==> config.mk <==
export PLATFORM = sky130hd
export DESIGN_NAME = ex_div_seq
export DESIGN_NICKNAME = d
export VERILOG_FILES = /design/src/rtl/ex_div_seq.sv
export SDC_FILE = /design/constraint.sdc
export NUM_CORES = 1
export LEC_CHECK = 0
export ABC_AREA = 1
export ABC_CLOCK_PERIOD_IN_PS = 2400
export BUFFER_PORTS_ARGS = -buffer_cell sky130_fd_sc_hd__buf_2
export CAP_MARGIN = 20
export CORE_ASPECT_RATIO = 0.9
export CORE_MARGIN = 10
export CORE_UTILIZATION = 60
export DETAILED_ROUTE_END_ITERATION = 10
export PLACE_DENSITY = 0.8
export SYNTH_ARGS = -nofsm -noshare
export SYNTH_HDL_FRONTEND = slang
export SYNTH_SLANG_ARGS = --single-unit
==> constraint.sdc <==
create_clock -name clk -period 2.4 [get_ports clk]
set_input_delay 0.48 -clock clk [delete_from_list [all_inputs] [get_ports clk]]
set_output_delay 0.48 -clock clk [all_outputs]
set_load 0.03 [all_outputs]
==> src/rtl/ex_div_seq.sv <==
// ============================================================================
// Module      : ex_div_seq
// Description : Multi-cycle restoring divider for the EX stage. Sign-corrected
//               quotient/remainder, start/done handshake, pipeline stall and
//               cancel (flush) support. One quotient bit per cycle.
// Revision    : 1.0 - initial release
// ============================================================================
`default_nettype none

module ex_div_seq #(
    parameter int WIDTH = 32
) (
    input  logic             clk,
    input  logic             rst_n,
    input  logic             start,
    input  logic             is_signed,
    input  logic             cancel,
    input  logic [WIDTH-1:0] dividend,
    input  logic [WIDTH-1:0] divisor,
    output logic             busy,
    output logic             stall,
    output logic             done,
    output logic [WIDTH-1:0] quotient,
    output logic [WIDTH-1:0] remainder,
    output logic             div_by_zero
);

    localparam int CW = $clog2(WIDTH + 1);

    typedef enum logic [2:0] {
        S_IDLE = 3'd0,
        S_PREP = 3'd1,
        S_ITER = 3'd2,
        S_FIX  = 3'd3,
        S_DONE = 3'd4
    } state_t;

    state_t           state_q, state_d;
    logic [WIDTH-1:0] a_q, a_d;         // latched dividend
    logic [WIDTH-1:0] b_q, b_d;         // latched divisor
    logic             sgn_q, sgn_d;     // latched is_signed
    logic [WIDTH-1:0] rem_q, rem_d;     // partial remainder
    logic [WIDTH-1:0] quo_q, quo_d;     // dividend magnitude shifting out, quotient bits shifting in
    logic [WIDTH-1:0] dmag_q, dmag_d;   // divisor magnitude
    logic [CW-1:0]    cnt_q, cnt_d;     // iterations remaining
    logic             qneg_q, qneg_d;
    logic             rneg_q, rneg_d;
    logic [WIDTH-1:0] quot_q, quot_d;   // registered quotient output
    logic [WIDTH-1:0] remo_q, remo_d;   // registered remainder output
    logic             dbz_q, dbz_d;

    // Two's-complement negation modulo 2^WIDTH; the most negative value maps to itself.
    function automatic logic [WIDTH-1:0] neg(input logic [WIDTH-1:0] v);
        return (~v) + WIDTH'(1);
    endfunction

    logic [WIDTH-1:0] w_a_mag;
    logic [WIDTH-1:0] w_b_mag;
    logic [WIDTH:0]   w_upper;
    logic [WIDTH:0]   w_sub;
    logic             w_ge;

    assign w_a_mag = (sgn_q && a_q[WIDTH-1]) ? neg(a_q) : a_q;
    assign w_b_mag = (sgn_q && b_q[WIDTH-1]) ? neg(b_q) : b_q;

    // Upper half after the 1-bit left shift. Since the partial remainder is
    // always below the divisor magnitude, the (WIDTH+1)-bit difference never
    // wraps, so its MSB is a clean borrow and doubles as the >= compare.
    assign w_upper = {rem_q, quo_q[WIDTH-1]};
    assign w_sub   = w_upper - {1'b0, dmag_q};
    assign w_ge    = ~w_sub[WIDTH];

    // State and datapath registers, cleared asynchronously.
    always_ff @(posedge clk or negedge rst_n) begin
        if (!rst_n) begin
            state_q <= S_IDLE;
            a_q     <= '0;
            b_q     <= '0;
            sgn_q   <= 1'b0;
            rem_q   <= '0;
            quo_q   <= '0;
            dmag_q  <= '0;
            cnt_q   <= '0;
            qneg_q  <= 1'b0;
            rneg_q  <= 1'b0;
            quot_q  <= '0;
            remo_q  <= '0;
            dbz_q   <= 1'b0;
        end else begin
            state_q <= state_d;
            a_q     <= a_d;
            b_q     <= b_d;
            sgn_q   <= sgn_d;
            rem_q   <= rem_d;
            quo_q   <= quo_d;
            dmag_q  <= dmag_d;
            cnt_q   <= cnt_d;
            qneg_q  <= qneg_d;
            rneg_q  <= rneg_d;
            quot_q  <= quot_d;
            remo_q  <= remo_d;
            dbz_q   <= dbz_d;
        end
    end

    // Next-state and datapath update; cancel aborts PREP/ITER/FIX without touching outputs.
    always_comb begin
        state_d = state_q;
        a_d     = a_q;
        b_d     = b_q;
        sgn_d   = sgn_q;
        rem_d   = rem_q;
        quo_d   = quo_q;
        dmag_d  = dmag_q;
        cnt_d   = cnt_q;
        qneg_d  = qneg_q;
        rneg_d  = rneg_q;
        quot_d  = quot_q;
        remo_d  = remo_q;
        dbz_d   = dbz_q;

        case (state_q)
            S_IDLE: begin
                if (start && !cancel) begin
                    a_d     = dividend;
                    b_d     = divisor;
                    sgn_d   = is_signed;
                    state_d = S_PREP;
                end
            end

            S_PREP: begin
                if (cancel) begin
                    state_d = S_IDLE;
                end else begin
                    quo_d  = w_a_mag;
                    dmag_d = w_b_mag;
                    qneg_d = sgn_q & (a_q[WIDTH-1] ^ b_q[WIDTH-1]);
                    rneg_d = sgn_q & a_q[WIDTH-1];
                    rem_d  = '0;
                    cnt_d  = CW'(WIDTH);
                    if (b_q == '0) begin
                        quot_d  = '1;
                        remo_d  = a_q;
                        dbz_d   = 1'b1;
                        state_d = S_DONE;
                    end else begin
                        state_d = S_ITER;
                    end
                end
            end

            S_ITER: begin
                if (cancel) begin
                    state_d = S_IDLE;
                end else begin
                    if (w_ge) begin
                        rem_d = w_sub[WIDTH-1:0];
                    end else begin
                        rem_d = w_upper[WIDTH-1:0];
                    end
                    quo_d = {quo_q[WIDTH-2:0], w_ge};
                    cnt_d = cnt_q - CW'(1);
                    if (cnt_q == CW'(1)) begin
                        state_d = S_FIX;
                    end
                end
            end

            S_FIX: begin
                if (cancel) begin
                    state_d = S_IDLE;
                end else begin
                    quot_d  = qneg_q ? neg(quo_q) : quo_q;
                    remo_d  = rneg_q ? neg(rem_q) : rem_q;
                    dbz_d   = 1'b0;
                    state_d = S_DONE;
                end
            end

            S_DONE: begin
                state_d = S_IDLE;
            end

            default: begin
                state_d = S_IDLE;
            end
        endcase
    end

    assign busy        = (state_q != S_IDLE);
    assign done        = (state_q == S_DONE);
    assign stall       = busy & ~done;
    assign quotient    = quot_q;
    assign remainder   = remo_q;
    assign div_by_zero = dbz_q;

endmodule

`default_nettype wire

==> metrics.cfg <==
[outcome]
status = finished clean

[setup_path]
start_kind = flip-flop
timing.critical_path.mode_cell = nand2_1
cp_max_fo = 7
ff2ff_path_depth = 14
ff2ff_setup_slack_ns = 0.05
r2r_end = rem_q[17]$_DFFE_PN0P_
critical_path_required_ns = 2.84
critical_path.cell_chain = ha_2, nand2_2, inv_1, nand2_1, nand2_1, nand2_1, nand2_2, a21oi_4, nand3_4, buf_12, nand2_8, nand2_1, nand3_1, nand2_1
slowest_stage = dfrtp_1
worst_setup_path_end_kind = flip-flop
r2r_start = rem_q[25]$_DFFE_PN0P_
slowest_delay_ns = 0.47
crit_type = reg -> reg
arrival_ns = 2.79

[logic_synthesis]
syn_nets = 2474
syn_inst = 2366
synth-edff-count = 0
syn_avg_cell_area_um2 = 6.79
synthArstFlopShare_pct = 100
yosys_warnings = 0
yosys.cell_types.count = 51
ys_ff_latch = 237
synth_top_area_share_pct = 36.9
synth_top_area_cell = dfrtp_1
synth-seq-area-share_pct = 36.9
yosysMostFrequentCell = nand2_1
synth_commonest_cells = 655 x nand2_1, 322 x inv_1, 268 x nor2_1, 241 x nand3_1, 237 x dfrtp_1
yosys-top-cells-area = dfrtp_1 37%, nand2_1 15%, inv_1 7.5%
ys.flop_type = dfrtp_1
syn_area_um2 = 16100

[power_and_ir_drop]
pwr-share-clk_pct = 18.0
p_switching_w = 0.0125
seq_power_share_pct = 28.0
p_comb_share_pct = 54.0
swShare_pct = 49.3
powerDensity_nw_per_um2 = 1320
leakagePower_nw = 10.2
p_int_w = 0.0129
vdd_drop_max_uv = 981

[global_routing]
grt_overflow = 0
grt_pass1_wl_mm = 88.4
grt_max_degree = 77
grt_pass1_vias = 16200
grtUsageTotal_pct = 32.9
antenna_found_initial = 0

[clocking]
clkTransAtPathRegs_ns = 0.07
clock_latency_ns = 0.57
cts_max_level = 1
cts_tree = done
cts_buffer_depth = 3
clkSinkCount = 237
numCtsBuffers = 26
root_buffer = clkbuf_16

[drt]
vias = 17300
drcViolationCount = 0
drtPass1Iterations = 8
drt-vias-per-instance = 5.89
drt-initial-drc-count = 2581
wl_per_cell_um = 19.5
routed_wirelength_mm = 57.4
ant_nets = 0

[placed_design]
portBuffers = 136
dpl_cell_area_um2 = 17800
dp_slack_ns = 0.00262
dp_hpwl_mm = 44.3
gp_congestion = 1.07
placed_cells = 2884

[die]
core_area_um2 = 26200
rows = 56
ios = 137
die_w_um = 192
die_h_um = 175
start_util_pct = 61.3
dieArea_um2 = 33700

[finish]
area_growth_pct = 19.6
n_antenna_cell = 0
final_area_um2 = 19200
final_cell_count_no_fill = 2942
drive_gt1_share_pct = 17.2
fin_nets = 2682

[run]
maxCapViolCount = 0

[min_path]
min_to = b_q[13]$_DFFE_PN0P_
hp-class = in -> reg
holdPathStages = 2
min_from = divisor[13]

[timing]
finalMaxSlewViolations = 0
setup_viol = 0
max_freq_mhz = 426
worst_slew_pin_slew_ns = 0.759
timing.final.ws_setup_ns = 0.0519
fin_crit_ns = 2.35
hold_viol = 0
timing.final.crit_share_pct = 97.8
skew_ns = 0.0166
timing.hold.ws_ns = 0.147
max-slew-margin-rel_pct = 49.4

==> cell families after synthesis <==
logic type	after synthesis	synth area share [%]
xor+xnor	62	3.38
flops	237	36.9
buf+inv	408	10.2
mux	17	1.19
simple gates	1274	33.9
fa+ha+maj	39	3.08
compound gates	329	11.4
==> how the worst max path moves through the flow <==
| stage | start | end | slack (ns) | depth (start not counted) |
|---|---|---|---|---|
| 2_1_floorplan | quo_q[31]$_DFFE_PN0P_ | rem_q[20]$_DFFE_PN0P_ | 0.21 | 18 |
| 3_3_place_gp | rem_q[22]$_DFFE_PN0P_ | rem_q[26]$_DFFE_PN0P_ | 0.002 | 13 |
| 3_5_place_dp | quo_q[31]$_DFFE_PN0P_ | rem_q[22]$_DFFE_PN0P_ | 0.003 | 16 |
| 4_1_cts | quo_q[31]$_DFFE_PN0P_ | rem_q[15]$_DFFE_PN0P_ | 0.02 | 17 |
| 5_1_grt | dmag_q[24]$_DFFE_PN0P_ | rem_q[26]$_DFFE_PN0P_ | -0.05 | 13 |
| 6_report | rem_q[25]$_DFFE_PN0P_ | rem_q[17]$_DFFE_PN0P_ | 0.05 | 14 |
==> state kept, by name, indices dropped and copies added, names as in the netlist <==
| name | flops |
|---|---|
| qneg_q | 1 |
| remainder | 32 |
| quotient | 32 |
| div_by_zero | 1 |
| rneg_q | 1 |
| sgn_q | 1 |
| b_q | 32 |
| quo_q | 32 |
| a_q | 32 |
| rem_q | 32 |
| state_q | 3 |
| dmag_q | 32 |
| cnt_q | 6 |
==> final cells by class <==
type                            count  area, um^2
Inverter                          330        1240
Tap cell                          348         435
Sequential cell                   237        5930
Fill cell                        2128        7000
Clock buffer                       33         747
Clock inverter                     15         245
Multi-Input combinational cell   1723        8860
Timing Repair Buffer              256        1750
==> cell usage in the layout (no fill, tap or decap), types with 5 or more instances in the layout <==
master     count
nand2_1      641
inv_1        309
nor2_1       261
nand3_1      237
dfrtp_1      235
buf_2        135
a21oi_1      121
o21ai_0      113
buf_4        106
xor2_1        42
nand2_2       32
clkbuf_16     27
a31oi_1       26
nand4_1       23
nor3_1        21
ha_1          21
inv_2         20
xnor2_1       20
mux2_2        17
nor2_2        16
o221ai_1      16
ha_4          14
o21ai_1       13
o211ai_1      11
buf_12        10
o21bai_1       9
o22ai_1        8
nand3b_1       8
clkbuf_8       7
nand3_2        6
a21oi_2        5
bufinv_16      5
==> metrics by stage <==
| step | setup TNS, ns | total power [W] | util (%) |
|---|---|---|---|
| after floorplan | 0 | 0.0154 | - |
| after global placement | 0 | 0.0196 | 67.7 |
| after detailed placement | 0 | 0.0199 | 67.7 |
| after CTS | 0 | 0.0246 | 71.6 |
| after global routing | -0.150 | 0.0270 | 73.3 |
| final | 0 | 0.0254 | 73.3 |
==> routing by layer <==
| metal | GRT usage, % | up-vias | part of all wire [%] |
|---|---|---|---|
| met5 | 0 | - | 0.12 |
| met4 | 6.97 | 2 | 2.3 |
| met3 | 10.0 | 120 | 14 |
| met2 | 46.9 | 1127 | 41 |
| met1 | 47.8 | 8073 | 42 |
| li1 | - | 8020 | - |
==> critical path: cells and delay by family, from the launching register on <==
kind	cells	cell delay [ns]
AOI/OAI and AO/OA	1	0.22
adders and majority gates	1	0.36
buffers and inverters	2	0.27
DFF	1	0.47
and+or+nand+nor	10	0.90
==> power groups by stage <==
| stage | registers [W] | logic [W] | clock network, W |
|---|---|---|---|
| finish | 0.00712 | 0.0137 | 0.00459 |
| global route | 0.00730 | 0.0149 | 0.00475 |
| CTS | 0.00703 | 0.0130 | 0.00458 |
| detailed placement | 0.00708 | 0.0129 | 0 |
| global placement | 0.00700 | 0.0126 | 0 |
| floorplan | 0.00783 | 0.00757 | 0 |
==> what timing repair did <==
item,4_1_cts,5_1_grt
pin swaps,0,8
setup buffers,0,6
resized for setup,1,80
hold buffers,1,0
endpoints found under the hold margin,70,0
setup endpoints to repair,3,45
gates cloned,0,3
No activity file was read; power rests on OpenSTA's default activity.
